$ cat src/rtl/adc_dac_feed_if.sv
// Word-stream input and sample/DAC output bundle for adc_dac_feed.
interface adc_dac_feed_if;
    logic [15:0] adcdata;
    logic        wrreq;
    logic [23:0] sample_out;
    logic [7:0]  status_out;
    logic        sample_valid;
    logic [13:0] dac_data;
    logic        dac_valid;
    logic        frame_err;

    modport master (
        output adcdata, wrreq,
        input  sample_out, status_out, sample_valid, dac_data, dac_valid, frame_err
    );

    modport slave (
        input  adcdata, wrreq,
        output sample_out, status_out, sample_valid, dac_data, dac_valid, frame_err
    );
endinterface

$ cat src/rtl/adc_dac_feed.sv
// Pairs 16-bit AD7760 words into 24-bit samples + status, block-averages
// 2^DEC_LOG2 samples and drives a 14-bit offset-binary DAC word.
module adc_dac_feed #(
    parameter int unsigned DEC_LOG2     = 2,
    parameter int unsigned WORD_TIMEOUT = 16
) (
    input logic           mclk,
    input logic           rest,
    adc_dac_feed_if.slave bus
);
    localparam int unsigned SW = 24;
    localparam int unsigned AW = SW + DEC_LOG2;
    localparam int unsigned CW = (DEC_LOG2 > 0) ? DEC_LOG2 : 1;
    localparam int unsigned TW = 8;
    localparam int unsigned DW = 14;
    localparam logic [TW-1:0] TMAX  = TW'(WORD_TIMEOUT);
    localparam logic [CW-1:0] CLAST = CW'((1 << DEC_LOG2) - 1);
    localparam logic [DW-1:0] DAC_MID = 14'h2000;

    typedef enum logic {
        WAIT_HI = 1'b0,
        WAIT_LO = 1'b1
    } state_e;

    state_e          state_q, state_d;
    logic [15:0]     hi_q, hi_d;
    logic [TW-1:0]   tcnt_q, tcnt_d;
    logic [AW-1:0]   acc_q, acc_d;
    logic [CW-1:0]   scnt_q, scnt_d;
    logic [SW-1:0]   sample_q, sample_d;
    logic [7:0]      status_q, status_d;
    logic [DW-1:0]   dac_q, dac_d;
    logic            sv_q, sv_d;
    logic            dv_q, dv_d;
    logic            fe_q, fe_d;

    logic            take;
    logic [SW-1:0]   new_sample;
    logic [AW-1:0]   sum;
    logic [DW-1:0]   avg_top;

    // Pairing FSM and block averager next-state logic.
    always_comb begin
        state_d    = state_q;
        hi_d       = hi_q;
        tcnt_d     = tcnt_q;
        acc_d      = acc_q;
        scnt_d     = scnt_q;
        sample_d   = sample_q;
        status_d   = status_q;
        dac_d      = dac_q;
        sv_d       = 1'b0;
        dv_d       = 1'b0;
        fe_d       = 1'b0;
        take       = 1'b0;
        new_sample = {hi_q, bus.adcdata[15:8]};

        unique case (state_q)
            WAIT_HI: begin
                if (bus.wrreq) begin
                    hi_d    = bus.adcdata;
                    tcnt_d  = '0;
                    state_d = WAIT_LO;
                end
            end
            WAIT_LO: begin
                if (bus.wrreq) begin
                    take     = 1'b1;
                    sample_d = new_sample;
                    status_d = bus.adcdata[7:0];
                    sv_d     = 1'b1;
                    state_d  = WAIT_HI;
                end else if (tcnt_q == TMAX) begin
                    fe_d    = 1'b1;
                    hi_d    = '0;
                    tcnt_d  = '0;
                    state_d = WAIT_HI;
                end else begin
                    tcnt_d = tcnt_q + TW'(1);
                end
            end
            default: state_d = WAIT_HI;
        endcase

        // Accumulator is wide enough for the whole block, so the sum never wraps.
        sum     = acc_q + AW'($signed(new_sample));
        avg_top = DW'($signed(sum) >>> (DEC_LOG2 + 10));

        if (take) begin
            if (scnt_q == CLAST) begin
                dac_d  = {~avg_top[DW-1], avg_top[DW-2:0]};
                dv_d   = 1'b1;
                acc_d  = '0;
                scnt_d = '0;
            end else begin
                acc_d  = sum;
                scnt_d = scnt_q + CW'(1);
            end
        end
    end

    always_ff @(posedge mclk) begin
        if (rest) begin
            state_q  <= WAIT_HI;
            hi_q     <= '0;
            tcnt_q   <= '0;
            acc_q    <= '0;
            scnt_q   <= '0;
            sample_q <= '0;
            status_q <= '0;
            dac_q    <= DAC_MID;
            sv_q     <= 1'b0;
            dv_q     <= 1'b0;
            fe_q     <= 1'b0;
        end else begin
            state_q  <= state_d;
            hi_q     <= hi_d;
            tcnt_q   <= tcnt_d;
            acc_q    <= acc_d;
            scnt_q   <= scnt_d;
            sample_q <= sample_d;
            status_q <= status_d;
            dac_q    <= dac_d;
            sv_q     <= sv_d;
            dv_q     <= dv_d;
            fe_q     <= fe_d;
        end
    end

    assign bus.sample_out   = sample_q;
    assign bus.status_out   = status_q;
    assign bus.sample_valid = sv_q;
    assign bus.dac_data     = dac_q;
    assign bus.dac_valid    = dv_q;
    assign bus.frame_err    = fe_q;
endmodule
$ cat src/flat_wrapper.sv
// flat-port wrapper written by rule: the top's interface ports become plain ports
module adc_dac_feed_flat 
#(
    parameter int unsigned DEC_LOG2     = 2,
    parameter int unsigned WORD_TIMEOUT = 16
)
  (mclk, rest, bus_adcdata, bus_wrreq, bus_sample_out, bus_status_out, bus_sample_valid, bus_dac_data, bus_dac_valid, bus_frame_err);
  adc_dac_feed_if bus_i ();
  input logic mclk;
  input logic rest;
  input wire logic [$bits(bus_i.adcdata)-1:0] bus_adcdata;
  input wire logic [$bits(bus_i.wrreq)-1:0] bus_wrreq;
  output wire logic [$bits(bus_i.sample_out)-1:0] bus_sample_out;
  output wire logic [$bits(bus_i.status_out)-1:0] bus_status_out;
  output wire logic [$bits(bus_i.sample_valid)-1:0] bus_sample_valid;
  output wire logic [$bits(bus_i.dac_data)-1:0] bus_dac_data;
  output wire logic [$bits(bus_i.dac_valid)-1:0] bus_dac_valid;
  output wire logic [$bits(bus_i.frame_err)-1:0] bus_frame_err;
  assign bus_i.adcdata = bus_adcdata;
  assign bus_i.wrreq = bus_wrreq;
  assign bus_sample_out = bus_i.sample_out;
  assign bus_status_out = bus_i.status_out;
  assign bus_sample_valid = bus_i.sample_valid;
  assign bus_dac_data = bus_i.dac_data;
  assign bus_dac_valid = bus_i.dac_valid;
  assign bus_frame_err = bus_i.frame_err;
  adc_dac_feed #(.DEC_LOG2(DEC_LOG2), .WORD_TIMEOUT(WORD_TIMEOUT)) u_core (.mclk(mclk), .rest(rest), .bus(bus_i));
endmodule
$ cat config.mk
export PLATFORM = sky130hd
export DESIGN_NAME = adc_dac_feed_flat
export DESIGN_NICKNAME = d
export VERILOG_FILES = /design/src/rtl/adc_dac_feed_if.sv /design/src/rtl/adc_dac_feed.sv /design/src/flat_wrapper.sv
export SDC_FILE = /design/constraint.sdc
export NUM_CORES = 1
export LEC_CHECK = 0
export ABC_AREA = 1
export BUFFER_PORTS_ARGS = -buffer_cell sky130_fd_sc_hd__buf_2
export CORE_ASPECT_RATIO = 1.5
export CORE_MARGIN = 5
export CORE_UTILIZATION = 49
export DETAILED_ROUTE_END_ITERATION = 10
export GPL_ROUTABILITY_DRIVEN = 0
export PLACE_DENSITY = 0.77
export SKIP_CTS_REPAIR_TIMING = 1
export SLEW_MARGIN = 10
export SYNTH_ARGS = -nofsm -noshare
export SYNTH_HDL_FRONTEND = slang
export SYNTH_SLANG_ARGS = --single-unit
export TNS_END_PERCENT = 100
$ cat constraint.sdc
create_clock -name mclk -period 3.6 [get_ports mclk]
set_input_delay 0.36 -clock mclk [delete_from_list [all_inputs] [get_ports mclk]]
set_output_delay 0.36 -clock mclk [all_outputs]
set_load 0.02 [all_outputs]
==> impl_results.md <==
* Power per cell area at 405 nW/um^2
* Vias per inst at 5.04
* Final Max Slew Viols at 0
* Pleak at 0.00328 uW
* Total negative setup slack at 0 ns
* Fmax at 435 MHz
* Maximum vdd ir drop at 0.341 mV
* GRT Total Usage at 0.219
* Crit path arrival time at 2.52 ns
* Outcome: finished clean
* Share of the synthesized area in the top cell type at 0.363
* Clock Pin Slew Worst Setup and Hold Paths at 0.08 ns
* Slew @ Worst Pin at 0.689 ns
* Hold depth at 3
* Placeable Area at 11400 um^2
* Post-synthesis cell type with the largest combined area: dfxtp_1
* Max-cap violations at 0
* Netlist cell types at 34
* WP data required at 3.82 ns
* TritonCTS clock tree: done
* Largest net degree at the start of global routing at 59
* DR WL/cell at 13.9 um
* Clock buffer depth at 2
* Detailed Route Iter0 Violations at 285
* DR pass1 iterations at 5
* Top cells by count, synth: 235 x nand2_1, 124 x nor2_1, 111 x inv_1, 102 x dfxtp_1, 73 x a21oi_1
* Inserted Diodes at 0
* Multi-input logic area at 3000 um^2
* CTS Root Cell: clkbuf_16
* FF-to-FF Start: u_core.state_q$_SDFF_PP0_
* Synth Flop Type: dfxtp_1
* # DRC at 0
* Max FO, Critical Path at 19
* H-tree depth at 3
* FF+latch area at 2040 um^2
* EDFF count, synth at 0
* Most numerous cell in the Yosys netlist: nand2_1
* Register bit total from synthesis at 102
* Min-Delay Path Class: in2reg
* Die Y at 141 um
* Layout cells sized above 1 at 0.126
* First-pass GRT wire length at 24600 um
* Minimum clock period at 2.30 ns
* # IOs at 68
* DPL Wire Length at 11300 um
* Rel. slew slack at 0.536
* NetSw at 794 uW
* Number of port buffers at 67
* Number of antenna-violating nets in the routed design at 0
* Syn Inst Count at 868
* Final Hold Vio Count at 0
* Post-Syn Area at 5620 um^2
* Synthesis-to-layout area growth at 13.7%
* Internal at 1800 uW
* Vias at 5448
* R2R Setup Slk at 1.30 ns
* R2R Path End: u_core.tcnt_q[7]$_SDFFE_PP0P_
* Final Cycle Share at 0.638
* Die Footprint at 13800 um^2
* Hold_sp: bus_adcdata[4]
* Clock skew at 0.0107 ns
* Sw frac at 0.306
* CP endpoint kind: register
* Die X at 97.4 um
* Share of power burned in the clock network at 0.395
* Initial antenna violation count at 0
* Sequential Power Share at 0.469
* Final Net Count at 976
* Starting Density at 0.495
* Sequential cell area fraction in the yosys report at 0.363
* TritonCTS Sinks at 102
* Top cells by area, synth: dfxtp_1 36%, nand2_1 16%, nor2_1 8.3%
* Final WL at 15000 um
* CTS Buf Count at 9
* RSZ-0062 raised after global routing: false
* # fillers at 1122
* Asr flop ratio synth at 0
* Final setup fails at 0
* Total grt overflow at 0
* Critical path class: reg2reg
* Vias in the first global route at 5299
* Worst hold path endpoint: u_core.bus.status_out[4]$_SDFFE_PP0P_
* Final Util at 0.563
* Yosys warns at 0
* Syn nets at 919
* Latest clock arrival within the worst-skew pair at 0.36 ns
* Combinational fraction of design power at 0.136
* Syn Area/Cell at 6.48 um^2
* R2r worst-path depth at 5
* Startpoint Class: register
* Rows at 48
-- cell type report --
type,count,share of cell area
Clock inverter,7,0.0143
Clock buffer,9,0.0352
Timing Repair Buffer,74,0.0607
Inverter,121,0.0711
Sequential cell,102,0.319
Tap cell,150,0.0294
Multi-Input combinational cell,617,0.470
-- worst max-delay path by stage --
| stage | from | depth (start not counted) | slack (ns) | end |
|---|---|---|---|---|
| 6_report | u_core.state_q$_SDFF_PP0_ | 5 | 1.30 | u_core.tcnt_q[7]$_SDFFE_PP0P_ |
| 5_1_grt | u_core.state_q$_SDFF_PP0_ | 5 | 1.03 | u_core.tcnt_q[5]$_SDFFE_PP0P_ |
| 4_1_cts | u_core.state_q$_SDFF_PP0_ | 5 | 1.29 | u_core.tcnt_q[7]$_SDFFE_PP0P_ |
| 3_5_place_dp | u_core.state_q$_SDFF_PP0_ | 5 | 1.28 | u_core.tcnt_q[7]$_SDFFE_PP0P_ |
| 3_3_place_gp | bus_adcdata[8] | 16 | 1.36 | u_core.bus.dac_data[2]$_SDFFE_PP0P_ |
| 2_1_floorplan | bus_adcdata[8] | 15 | 1.73 | u_core.bus.dac_data[2]$_SDFFE_PP0P_ |
-- layout by cell type (no fill, tap or decap), drive strengths merged, types with 6 or more instances in the layout --
| cell | count |
|---|---|
| a21oi | 73 |
| buf | 74 |
| clkbuf | 9 |
| clkinv | 6 |
| dfxtp | 102 |
| ha | 31 |
| inv | 122 |
| nand2 | 244 |
| nand3 | 48 |
| nand4 | 8 |
| nor2 | 129 |
| o21ai | 52 |
-- registers in the layout, indices dropped and copies added, names as in the netlist --
name	count
u_core.acc_q	26
u_core.bus.sample_out	24
u_core.hi_q	16
u_core.bus.dac_data	14
u_core.bus.status_out	8
u_core.tcnt_q	8
u_core.scnt_q	2
u_core.bus.dac_valid	1
u_core.bus.frame_err	1
u_core.bus.sample_valid	1
u_core.state_q	1
-- through the flow --
stage / std cells / total power (uW) / hold WS, ns / instance area [um^2] / worst slack [ns]
floorplan: 868 / 1480 / 0.445 / 5620 / 1.73
global placement: 1064 / 1590 / 0.459 / 6080 / 1.36
detailed placement: 1064 / 1590 / 0.461 / 6080 / 1.28
CTS: 1080 / 2600 / 0.241 / 6390 / 1.29
global route: 1080 / 2690 / 0.256 / 6390 / 1.03
finish: 1080 / 2590 / 0.243 / 6390 / 1.30
-- cell families (layout without fill, tap and decap cells) --
| group | after synthesis | count (layout) | share of synthesized area |
|---|---|---|---|
| AND/OR/NAND/NOR | 445 | 445 | 0.326 |
| buffers and inverters | 149 | 211 | 0.102 |
| AO/OA/AOI/OAI | 136 | 136 | 0.128 |
| flip-flops | 102 | 102 | 0.363 |
| adder cells (fa/ha/maj) | 32 | 32 | 0.0726 |
| XOR/XNOR | 4 | 4 | 0.00757 |
-- worst max-delay path: stages, from the launching register on --
cell,delay (ns)
dfxtp_1,0.36
clkinv_1,0.42
ha_1,0.59
inv_1,0.11
o21ai_0,0.58
nor3b_1,0.11
-- power by group through the flow --
stage               combinational, uW  clock, uW  sequential, uW
global route                      396       1080            1220
detailed placement                352          0            1240
floorplan                         221          0            1260
global placement                  347          0            1240
CTS                               354       1030            1210
finish                            353       1020            1210
-- layer usage --
metal | track usage | vias up | part of all wire | routed length (um)
li1 | - | 2852 | - | -
met1 | 0.238 | 2418 | 0.39 | 5890
met2 | 0.397 | 138 | 0.51 | 7680
met3 | 0.0361 | 40 | 0.044 | 662
met4 | 0.131 | 0 | 0.050 | 751
met5 | 0 | - | 0 | 0
Note: power is estimated with default switching activity, not from simulation.
